### config.mk
export PLATFORM = sky130hd
export DESIGN_NAME = mem_port_arbiter
export DESIGN_NICKNAME = d
export VERILOG_FILES = /design/src/rtl/mem_port_arbiter.sv
export SDC_FILE = /design/constraint.sdc
export NUM_CORES = 1
export LEC_CHECK = 0
export ABC_CLOCK_PERIOD_IN_PS = 5400
export BUFFER_PORTS_ARGS = -buffer_cell sky130_fd_sc_hd__buf_2
export CAP_MARGIN = 30
export CORE_ASPECT_RATIO = 2
export CORE_MARGIN = 1.5
export CORE_UTILIZATION = 50
export DETAILED_ROUTE_END_ITERATION = 6
export PLACE_DENSITY = 0.8
export SLEW_MARGIN = 20
export SYNTH_ARGS = -nofsm -noshare
export SYNTH_HDL_FRONTEND = slang
export SYNTH_SLANG_ARGS = --single-unit
### constraint.sdc
create_clock -name clk -period 5.4 [get_ports clk]
set_clock_uncertainty 0.05 [all_clocks]
set_input_delay 0.54 -clock clk [delete_from_list [all_inputs] [get_ports clk]]
set_output_delay 0.54 -clock clk [all_outputs]
set_load 0.01 [all_outputs]
### src/rtl/mem_port_arbiter.sv
`default_nettype none
//==============================================================================
// Module      : mem_port_arbiter
// Description : Shares one single-ported downstream memory interface between
//               the CPU's write port and four read ports. Pending requests
//               are serialised one at a time; each port's completion is held
//               in a served flag so that all ports can report ready in the
//               same cycle and the CPU stall releases once per step.
// Ports       : clk, rst                 - clock, synchronous active-high reset
//               write/inaddr/indata      - write-port request, address, data
//               inready                  - write-port completion
//               readN/outaddrN           - read-port requests and addresses
//               outdataN/outreadyN       - read data and read-port completion
//               m_addr/m_read/m_write    - downstream address and strobes
//               m_wdata/m_rdata/m_done   - downstream data and completion
//               busy                     - downstream transaction in flight
//               err                      - sticky downstream timeout flag
// Revision    : 1.0 - initial release
//==============================================================================
module mem_port_arbiter #(
    parameter int AW  = 14,
    parameter int DW  = 10,
    parameter int TMO = 255
) (
    input  logic          clk,
    input  logic          rst,
    // write port
    input  logic          write,
    input  logic [AW-1:0] inaddr,
    input  logic [DW-1:0] indata,
    output logic          inready,
    // read ports
    input  logic          read1,
    input  logic          read2,
    input  logic          read3,
    input  logic          read4,
    input  logic [AW-1:0] outaddr1,
    input  logic [AW-1:0] outaddr2,
    input  logic [AW-1:0] outaddr3,
    input  logic [AW-1:0] outaddr4,
    output logic [DW-1:0] outdata1,
    output logic [DW-1:0] outdata2,
    output logic [DW-1:0] outdata3,
    output logic [DW-1:0] outdata4,
    output logic          outready1,
    output logic          outready2,
    output logic          outready3,
    output logic          outready4,
    // downstream memory
    output logic [AW-1:0] m_addr,
    output logic          m_read,
    output logic          m_write,
    output logic [DW-1:0] m_wdata,
    input  logic [DW-1:0] m_rdata,
    input  logic          m_done,
    // status
    output logic          busy,
    output logic          err
);

    // Counter wide enough to hold TMO; saturates so a disabled timeout
    // (TMO == 0) never wraps back through a stale compare value.
    localparam int              c_CW       = (TMO < 2) ? 1 : $clog2(TMO + 1);
    localparam logic            c_TMO_EN   = (TMO != 0);
    localparam logic [c_CW-1:0] c_CNT_LAST = (TMO == 0) ? '0 : c_CW'(TMO - 1);
    localparam logic [c_CW-1:0] c_CNT_MAX  = '1;

    localparam logic [0:0] S_IDLE = 1'b0;
    localparam logic [0:0] S_BUSY = 1'b1;

    // Grant index: 0 is the write port, 1..4 are read1..read4.
    localparam logic [2:0] c_GNT_WR = 3'd0;

    //--------------------------------------------------------------------------
    // Registers
    //--------------------------------------------------------------------------
    logic [0:0]      r_state;
    logic [0:0]      w_state_nxt;
    logic [2:0]      r_gnt;
    logic [AW-1:0]   r_gnt_addr;
    logic [DW-1:0]   r_gnt_data;
    logic [c_CW-1:0] r_cnt;
    logic            r_err;

    logic            r_wr_served;
    logic [AW-1:0]   r_wr_lat_addr;
    logic [DW-1:0]   r_wr_lat_data;

    logic [3:0]      r_rd_served;
    logic [AW-1:0]   r_rd_lat_addr [4];
    logic [DW-1:0]   r_rd_data     [4];

    //--------------------------------------------------------------------------
    // Read-port packing (index 0 is read1)
    //--------------------------------------------------------------------------
    logic [3:0]    w_rd_req;
    logic [AW-1:0] w_rd_addr [4];

    assign w_rd_req     = {read4, read3, read2, read1};
    assign w_rd_addr[0] = outaddr1;
    assign w_rd_addr[1] = outaddr2;
    assign w_rd_addr[2] = outaddr3;
    assign w_rd_addr[3] = outaddr4;

    //--------------------------------------------------------------------------
    // Ready and pending terms. A port is ready only while its live request
    // still matches what was served, so a changed request is re-fetched.
    //--------------------------------------------------------------------------
    logic       w_wr_ready;
    logic [3:0] w_rd_ready;
    logic       w_wr_pend;
    logic [3:0] w_rd_pend;

    assign w_wr_ready = r_wr_served & write & (inaddr == r_wr_lat_addr)
                        & (indata == r_wr_lat_data);

    generate
        for (genvar i = 0; i < 4; i++) begin : g_rd_ready
            assign w_rd_ready[i] = r_rd_served[i] & w_rd_req[i]
                                   & (w_rd_addr[i] == r_rd_lat_addr[i]);
        end
    endgenerate

    assign w_wr_pend = write & ~w_wr_ready;
    assign w_rd_pend = w_rd_req & ~w_rd_ready;

    //--------------------------------------------------------------------------
    // Fixed-priority selection: write, read1, read2, read3, read4
    //--------------------------------------------------------------------------
    logic          w_any_pend;
    logic [2:0]    w_sel;
    logic [AW-1:0] w_sel_addr;
    logic [DW-1:0] w_sel_data;

    always_comb begin
        w_any_pend = 1'b1;
        w_sel      = c_GNT_WR;
        w_sel_addr = inaddr;
        w_sel_data = indata;
        if (w_wr_pend) begin
            w_sel      = c_GNT_WR;
            w_sel_addr = inaddr;
            w_sel_data = indata;
        end else if (w_rd_pend[0]) begin
            w_sel      = 3'd1;
            w_sel_addr = outaddr1;
            w_sel_data = '0;
        end else if (w_rd_pend[1]) begin
            w_sel      = 3'd2;
            w_sel_addr = outaddr2;
            w_sel_data = '0;
        end else if (w_rd_pend[2]) begin
            w_sel      = 3'd3;
            w_sel_addr = outaddr3;
            w_sel_data = '0;
        end else if (w_rd_pend[3]) begin
            w_sel      = 3'd4;
            w_sel_addr = outaddr4;
            w_sel_data = '0;
        end else begin
            w_any_pend = 1'b0;
        end
    end

    //--------------------------------------------------------------------------
    // Transaction completion. m_done wins over a simultaneous timeout.
    //--------------------------------------------------------------------------
    logic w_is_busy;
    logic w_done;
    logic w_tmo;
    logic w_finish;
    logic w_gnt_wr;

    assign w_is_busy = (r_state == S_BUSY);
    assign w_done    = w_is_busy & m_done;
    assign w_tmo     = w_is_busy & ~m_done & c_TMO_EN & (r_cnt == c_CNT_LAST);
    assign w_finish  = w_done | w_tmo;
    assign w_gnt_wr  = (r_gnt == c_GNT_WR);

    //--------------------------------------------------------------------------
    // FSM
    //--------------------------------------------------------------------------
    always_ff @(posedge clk) begin
        if (rst) begin
            r_state <= S_IDLE;
        end else begin
            r_state <= w_state_nxt;
        end
    end

    always_comb begin
        w_state_nxt = r_state;
        case (r_state)
            S_IDLE: begin
                if (w_any_pend) begin
                    w_state_nxt = S_BUSY;
                end
            end
            S_BUSY: begin
                if (w_finish) begin
                    w_state_nxt = S_IDLE;
                end
            end
            default: w_state_nxt = S_IDLE;
        endcase
    end

    //--------------------------------------------------------------------------
    // Grant latch, timeout counter, sticky error
    //--------------------------------------------------------------------------
    always_ff @(posedge clk) begin
        if (rst) begin
            r_gnt      <= c_GNT_WR;
            r_gnt_addr <= '0;
            r_gnt_data <= '0;
            r_cnt      <= '0;
            r_err      <= 1'b0;
        end else begin
            if ((r_state == S_IDLE) && w_any_pend) begin
                r_gnt      <= w_sel;
                r_gnt_addr <= w_sel_addr;
                r_gnt_data <= w_sel_data;
            end
            if (!w_is_busy) begin
                r_cnt <= '0;
            end else if (r_cnt != c_CNT_MAX) begin
                r_cnt <= r_cnt + 1'b1;
            end
            if (w_tmo) begin
                r_err <= 1'b1;
            end
        end
    end

    //--------------------------------------------------------------------------
    // Write-port completion state
    //--------------------------------------------------------------------------
    always_ff @(posedge clk) begin
        if (rst) begin
            r_wr_served   <= 1'b0;
            r_wr_lat_addr <= '0;
            r_wr_lat_data <= '0;
        end else if (w_finish && w_gnt_wr) begin
            r_wr_served   <= 1'b1;
            r_wr_lat_addr <= r_gnt_addr;
            r_wr_lat_data <= r_gnt_data;
        end else if (r_wr_served && !w_wr_ready) begin
            r_wr_served <= 1'b0;
        end
    end

    //--------------------------------------------------------------------------
    // Read-port completion state. A completing write to an address a read
    // port holds invalidates that port so it fetches the new value.
    //--------------------------------------------------------------------------
    generate
        for (genvar i = 0; i < 4; i++) begin : g_rd_port
            localparam logic [2:0] c_IDX = 3'(i + 1);

            always_ff @(posedge clk) begin
                if (rst) begin
                    r_rd_served[i]   <= 1'b0;
                    r_rd_lat_addr[i] <= '0;
                    r_rd_data[i]     <= '0;
                end else if (w_finish && (r_gnt == c_IDX)) begin
                    r_rd_served[i]   <= 1'b1;
                    r_rd_lat_addr[i] <= r_gnt_addr;
                    r_rd_data[i]     <= w_done ? m_rdata : '0;
                end else if (w_finish && w_gnt_wr && r_rd_served[i]
                             && (r_rd_lat_addr[i] == r_gnt_addr)) begin
                    r_rd_served[i] <= 1'b0;
                end else if (r_rd_served[i] && !w_rd_ready[i]) begin
                    r_rd_served[i] <= 1'b0;
                end
            end
        end
    endgenerate

    //--------------------------------------------------------------------------
    // Outputs
    //--------------------------------------------------------------------------
    assign inready   = w_wr_ready;
    assign outready1 = w_rd_ready[0];
    assign outready2 = w_rd_ready[1];
    assign outready3 = w_rd_ready[2];
    assign outready4 = w_rd_ready[3];
    assign outdata1  = r_rd_data[0];
    assign outdata2  = r_rd_data[1];
    assign outdata3  = r_rd_data[2];
    assign outdata4  = r_rd_data[3];

    assign m_addr  = r_gnt_addr;
    assign m_wdata = r_gnt_data;
    assign m_read  = w_is_busy & ~w_gnt_wr;
    assign m_write = w_is_busy & w_gnt_wr;
    assign busy    = w_is_busy;
    assign err     = r_err;

endmodule
`default_nettype wire
* Word level (Yosys, flattened, before mapping)
Memory sizes are Yosys's and may differ from the RTL's.
Index checks and enable logic that the tools add are counted.
** Storage, ports and cells
- Bits in registers :: 66
- RAM bits :: 96
- Input port bits :: 98
- Word-level logic and storage cells :: 155
- Memories kept :: 2
** Memory list
- r_rd_lat_addr :: depth 4, width 14, read ports 4, clocked after memory_dff 0, write ports 4, RTL line 90 : logic [AW-1:0] r_rd_lat_addr [4];
- r_rd_data :: depth 4, width 10, read ports 4, clocked after memory_dff 0, write ports 4, RTL line 91 : logic [DW-1:0] r_rd_data [4];
** Cells by class
- $add $sub $neg :: 1
- Equality and inequality tests :: 16
- Mux-type cells :: 60
- Bitwise gates (word level) :: 32
- Reductions and logical operators :: 31
** Operators with widths (count)
- 14-bit equality test :: 9
- 14-bit two-way mux :: 9
- 10-bit two-way mux :: 10
- 1-bit two-way mux :: 35
- 1-bit logical AND :: 19
- 1-bit bitwise AND :: 17
- 3-bit two-way mux :: 5
- 3-bit nonzero test :: 4
- 10-bit equality test :: 1
- 1-bit bitwise OR :: 9
- 8-bit by 1-bit adder with 8-bit output, second input constant :: 1
- 8-bit equality test, second input constant :: 1
- 8-bit inequality test, second input constant :: 1
- 3-bit by 2-bit equality test with 1-bit output, second input constant :: 2
- 1-bit logical NOT :: 5
- 4-bit bitwise AND :: 1
- 1-bit inverter :: 4
- 4-bit inverter :: 1
- 3-bit by 1-bit equality test with 1-bit output, second input constant :: 1
- 3-bit equality test, second input constant :: 1
- 3-bit logical NOT :: 1
- 1-bit one-hot mux with 2 select lines :: 1
- 2-bit nonzero test :: 1
- 2-bit OR reduction :: 1

* Longest topological paths before layout
- Depth after elaboration :: 11
- Mapped depth :: 10
- Depth with buffers taken out :: 8

* Worst setup path after synthesis
Ideal clock, no wire load.
- Path kind :: register to register
- Start point :: register r_cnt[5]
- End point :: memory r_rd_data[2][0], enable pin
- Library setup time :: 0.438 ns
- Data arrival time :: 2.771 ns
- Required time :: 4.912 ns
- Slack :: 2.140 ns
- Cell stages (with the launch flop) :: 6
- Cells stage by stage :: dfxtp_1 > and3_1 > and3_1 > o21a_1 > nand2_1 > o21ai_0
** RTL lines
- start, declared :: RTL line 82 : logic [c_CW-1:0] r_cnt;
- start signal, assigned :: RTL line 227 : r_cnt <= r_cnt + 1'b1;
- end, declared :: RTL line 91

==> results.py <==
metrics = {
    "yosys": {
        "avgSynthCellArea_um2": 9.84,
        "yosys.area.top_type": "edfxtp_1",
        "ys_warn_count": 0,
        "yosysSeqAreaShare_pct": 50.5,
        "async_flop_share_pct": 0,
        "synth_commonest_cells": "nand2_1, nor2_1, edfxtp_1",
        "syn_nets": 946,
        "syn_inst": 846,
        "ys_types": 42,
        "ys_seq_elements": 162,
        "synth_top_cells_by_area": "edfxtp_1, dfxtp_1, xor2_1, xnor2_1, nand2_1",
        "yosysTopAreaCellShare_pct": 34.6,
        "synth_ff_type": "edfxtp_1",
        "synth_edf_count": 96,
        "netlist_area_um2": 8330,
    },
    "power_and_ir_drop": {
        "power_frac_comb_pct": 13.6,
        "power_frac_seq_pct": 46.9,
        "ir_drop_mv": 0.221,
        "power.switching_mw": 0.831,
        "pwr-share-clk_pct": 39.5,
        "leakage_nw": 4.06,
        "swShare_pct": 27.4,
        "intPower_mw": 2.20,
        "p_per_area_nw_per_um2": 304,
    },
    "hold_path": {
        "hp-class": "input pin to flip-flop",
        "holdPathEnd": "m_wdata[9]",
        "holdPathStages": 3,
        "min_from": "indata[9]",
    },
    "setup_path": {
        "reg2reg_slack_ns": 2.18,
        "r2r_cells": 9,
        "critical_path.startpoint": "r_rd_lat_addr[3][6]",
        "end_kind": "flip-flop",
        "max_stage_delay_ns": 0.60,
        "reg2reg_from": "r_rd_lat_addr[3][6]",
        "r2r_end": "m_addr[5]",
        "start_kind": "flip-flop",
        "cp.arrival_ns": 3.44,
        "required_ns": 5.63,
        "critPathKind": "flip-flop to flip-flop",
        "crit_path_max_fanout": 17,
        "critPathSlowestCell": "nand2b_1",
        "path_cells": "xor2_1 > or4_4 > nor4_4 > buf_4 > nand2b_1 > buf_4 > a41o_1 > nand2b_1 > o41ai_1",
    },
    "placed_design": {
        "pre_cts_slack_ns": 1.99,
        "place_congestion": 1.03,
        "port_buffers": 170,
        "hpwl_mm": 19.8,
        "dp_cells": 1184,
    },
    "timing": {
        "period_needed_ns": 3.22,
        "final_max_slew_viol_count": 0,
        "finalSetupViolations": 0,
        "tns_ns": 0,
        "setup_ws_ns": 2.18,
        "timing.fmax_ghz": 0.311,
        "max-slew-margin-rel_pct": 34.5,
        "rsz0062_at_grt": "false",
        "hold_violations": 0,
        "whs_ns": 0.325,
        "worstMarginPinSlew_ns": 0.982,
        "fin_crit_sh_pct": 59.6,
    },
    "die": {
        "row_count": 66,
        "ios": 171,
        "dieArea_um2": 17500,
        "start_util_pct": 51.2,
        "die_h_um": 186,
        "die_w_um": 94.3,
        "core_um2": 16300,
    },
    "clock_tree": {
        "htreeDepth": 4,
        "clock-root-buffer": "clkbuf_16",
        "ctsResizeCount": 0,
        "cts_num_sinks": 162,
        "clk_latency_ns": 0.43,
        "holdBufCountCts": 0,
        "clock_path_buffers": 2,
        "cts_made_buffers": 17,
        "post-cts-setup-buffers": 0,
        "clk_pin_slew_ns": 0.07,
        "cts_tree": "yes",
    },
    "detailed_routing": {
        "ant_nets": 0,
        "via_per_inst": 5.87,
        "via_count": 7152,
        "drc": 0,
        "drt-initial-drc-count": 610,
        "topRoutingLayerUsed": "met4",
        "routedWlPerCell_um": 22.1,
        "wl_met3_mm": 1.78,
        "drt-met1-wl_mm": 8.94,
        "wl_met2_mm": 13.7,
        "totalWireLength_mm": 27.0,
        "firstDrtPassIters": 6,
    },
    "global_route": {
        "grt_usage_pct": 31.4,
        "grt-ovfl-total": 0,
        "grt_max_degree": 49,
        "antenna_found_initial": 0,
        "grt_pass1_vias": 6973,
        "grt_pass1_wl_mm": 39.3,
    },
    "final_layout": {
        "fillers": 1387,
        "antenna_cells": 0,
        "fin_util_pct": 61.3,
        "area_growth_pct": 19.7,
        "stdcell_count": 1218,
        "layout-drive-gt1-share_pct": 23.5,
        "nNetsFinal": 1101,
    },
    "job": {
        "maxCapViolCount": 0,
    },
    "status": {
        "status": "finished clean",
    },
}
==> per-layer routing <==
metal | GRT usage [%] | up-vias
li1 | - | 3261
met1 | 32.3 | 3353
met2 | 53.9 | 402
met3 | 6.17 | 136
met4 | 25.7 | 0
met5 | 0 | -
==> how the worst max path moves through the flow <==
stage                      end  slack [ns]  cells past startpoint
2_1_floorplan  r_rd_data[2][0]        2.14                      5
5_1_grt              m_addr[8]        2.08                      9
6_report             m_addr[5]        2.18                      9
3_3_place_gp         m_addr[5]        2.03                     10
4_1_cts              m_addr[5]        2.24                      9
3_5_place_dp         m_addr[8]        1.99                      9
==> critical path: cells and delay by family, from the launching register on <==
| kind | cells | cell delay, ns |
|---|---|---|
| AOI/OAI and AO/OA | 2 | 0.41 |
| xor gates and xnor gates | 1 | 0.19 |
| buffers and inverters | 2 | 0.46 |
| DFF | 1 | 0.43 |
| and+or+nand+nor | 4 | 1.52 |
==> state kept, by name, summed over array words and instances, names as in the netlist <==
signal         cells
r_wr_lat_addr     14
busy               1
r_cnt              8
m_wdata           10
r_gnt              3
r_rd_lat_addr     56
r_wr_served        1
r_rd_served        4
err                1
m_addr            14
r_wr_lat_data     10
r_rd_data         40
==> metrics by stage <==
step / power (mW) / cell area (um2)
4_1_cts: 3.03 / 9950
2_1_floorplan: 1.66 / 8330
3_5_place_dp: 1.84 / 9370
3_3_place_gp: 1.84 / 9350
6_report: 3.03 / 9970
5_1_grt: 3.11 / 9970
==> area by class of cell <==
class / count / area, um2 / area share (%)
well taps: 204 / 255 / 2.56
inverters: 7 / 26.3 / 0.264
flip-flops and latches: 162 / 4200 / 42.2
multi-input cells: 622 / 3890 / 39.0
clock inverters: 15 / 155 / 1.56
repair buffers: 191 / 1010 / 10.2
clock buffers: 17 / 425 / 4.27
==> layout by cell type, fill, tap and decap left out, types with 6 or more instances in the layout <==
master     instances
nor2_1           105
nand2_1          104
a21oi_1           31
nor3_1            25
a22oi_1           11
o41ai_2            8
clkbuf_16         17
and2_1            62
buf_4             18
dfxtp_1           66
inv_1              6
buf_2            171
nand3_1           22
xor2_1            72
a211oi_1          16
o41ai_1            6
o311a_1           14
edfxtp_1          96
xnor2_1           68
nand4_1           22
nor4_1            19
==> power groups by stage <==
stage,Combinational [mW],Clock (mW),Sequential [mW]
after floorplan,0.232,0,1.42
after global placement,0.394,0,1.44
after detailed placement,0.400,0,1.44
after CTS,0.402,1.21,1.42
after global routing,0.434,1.25,1.42
final,0.411,1.20,1.42
==> cells by family (layout without fill, tap and decap cells) <==
group / after synthesis / after routing / share of synthesized area [%]
AND/OR/NAND/NOR: 381 / 381 / 21.9
AO/OA/AOI/OAI: 99 / 99 / 9.44
buffers and inverters: 62 / 230 / 3.13
XOR/XNOR: 140 / 140 / 14.7
adder cells (fa/ha/maj): 2 / 2 / 0.300
flip-flops: 162 / 162 / 50.5
Power figures use the tool's default switching activity.
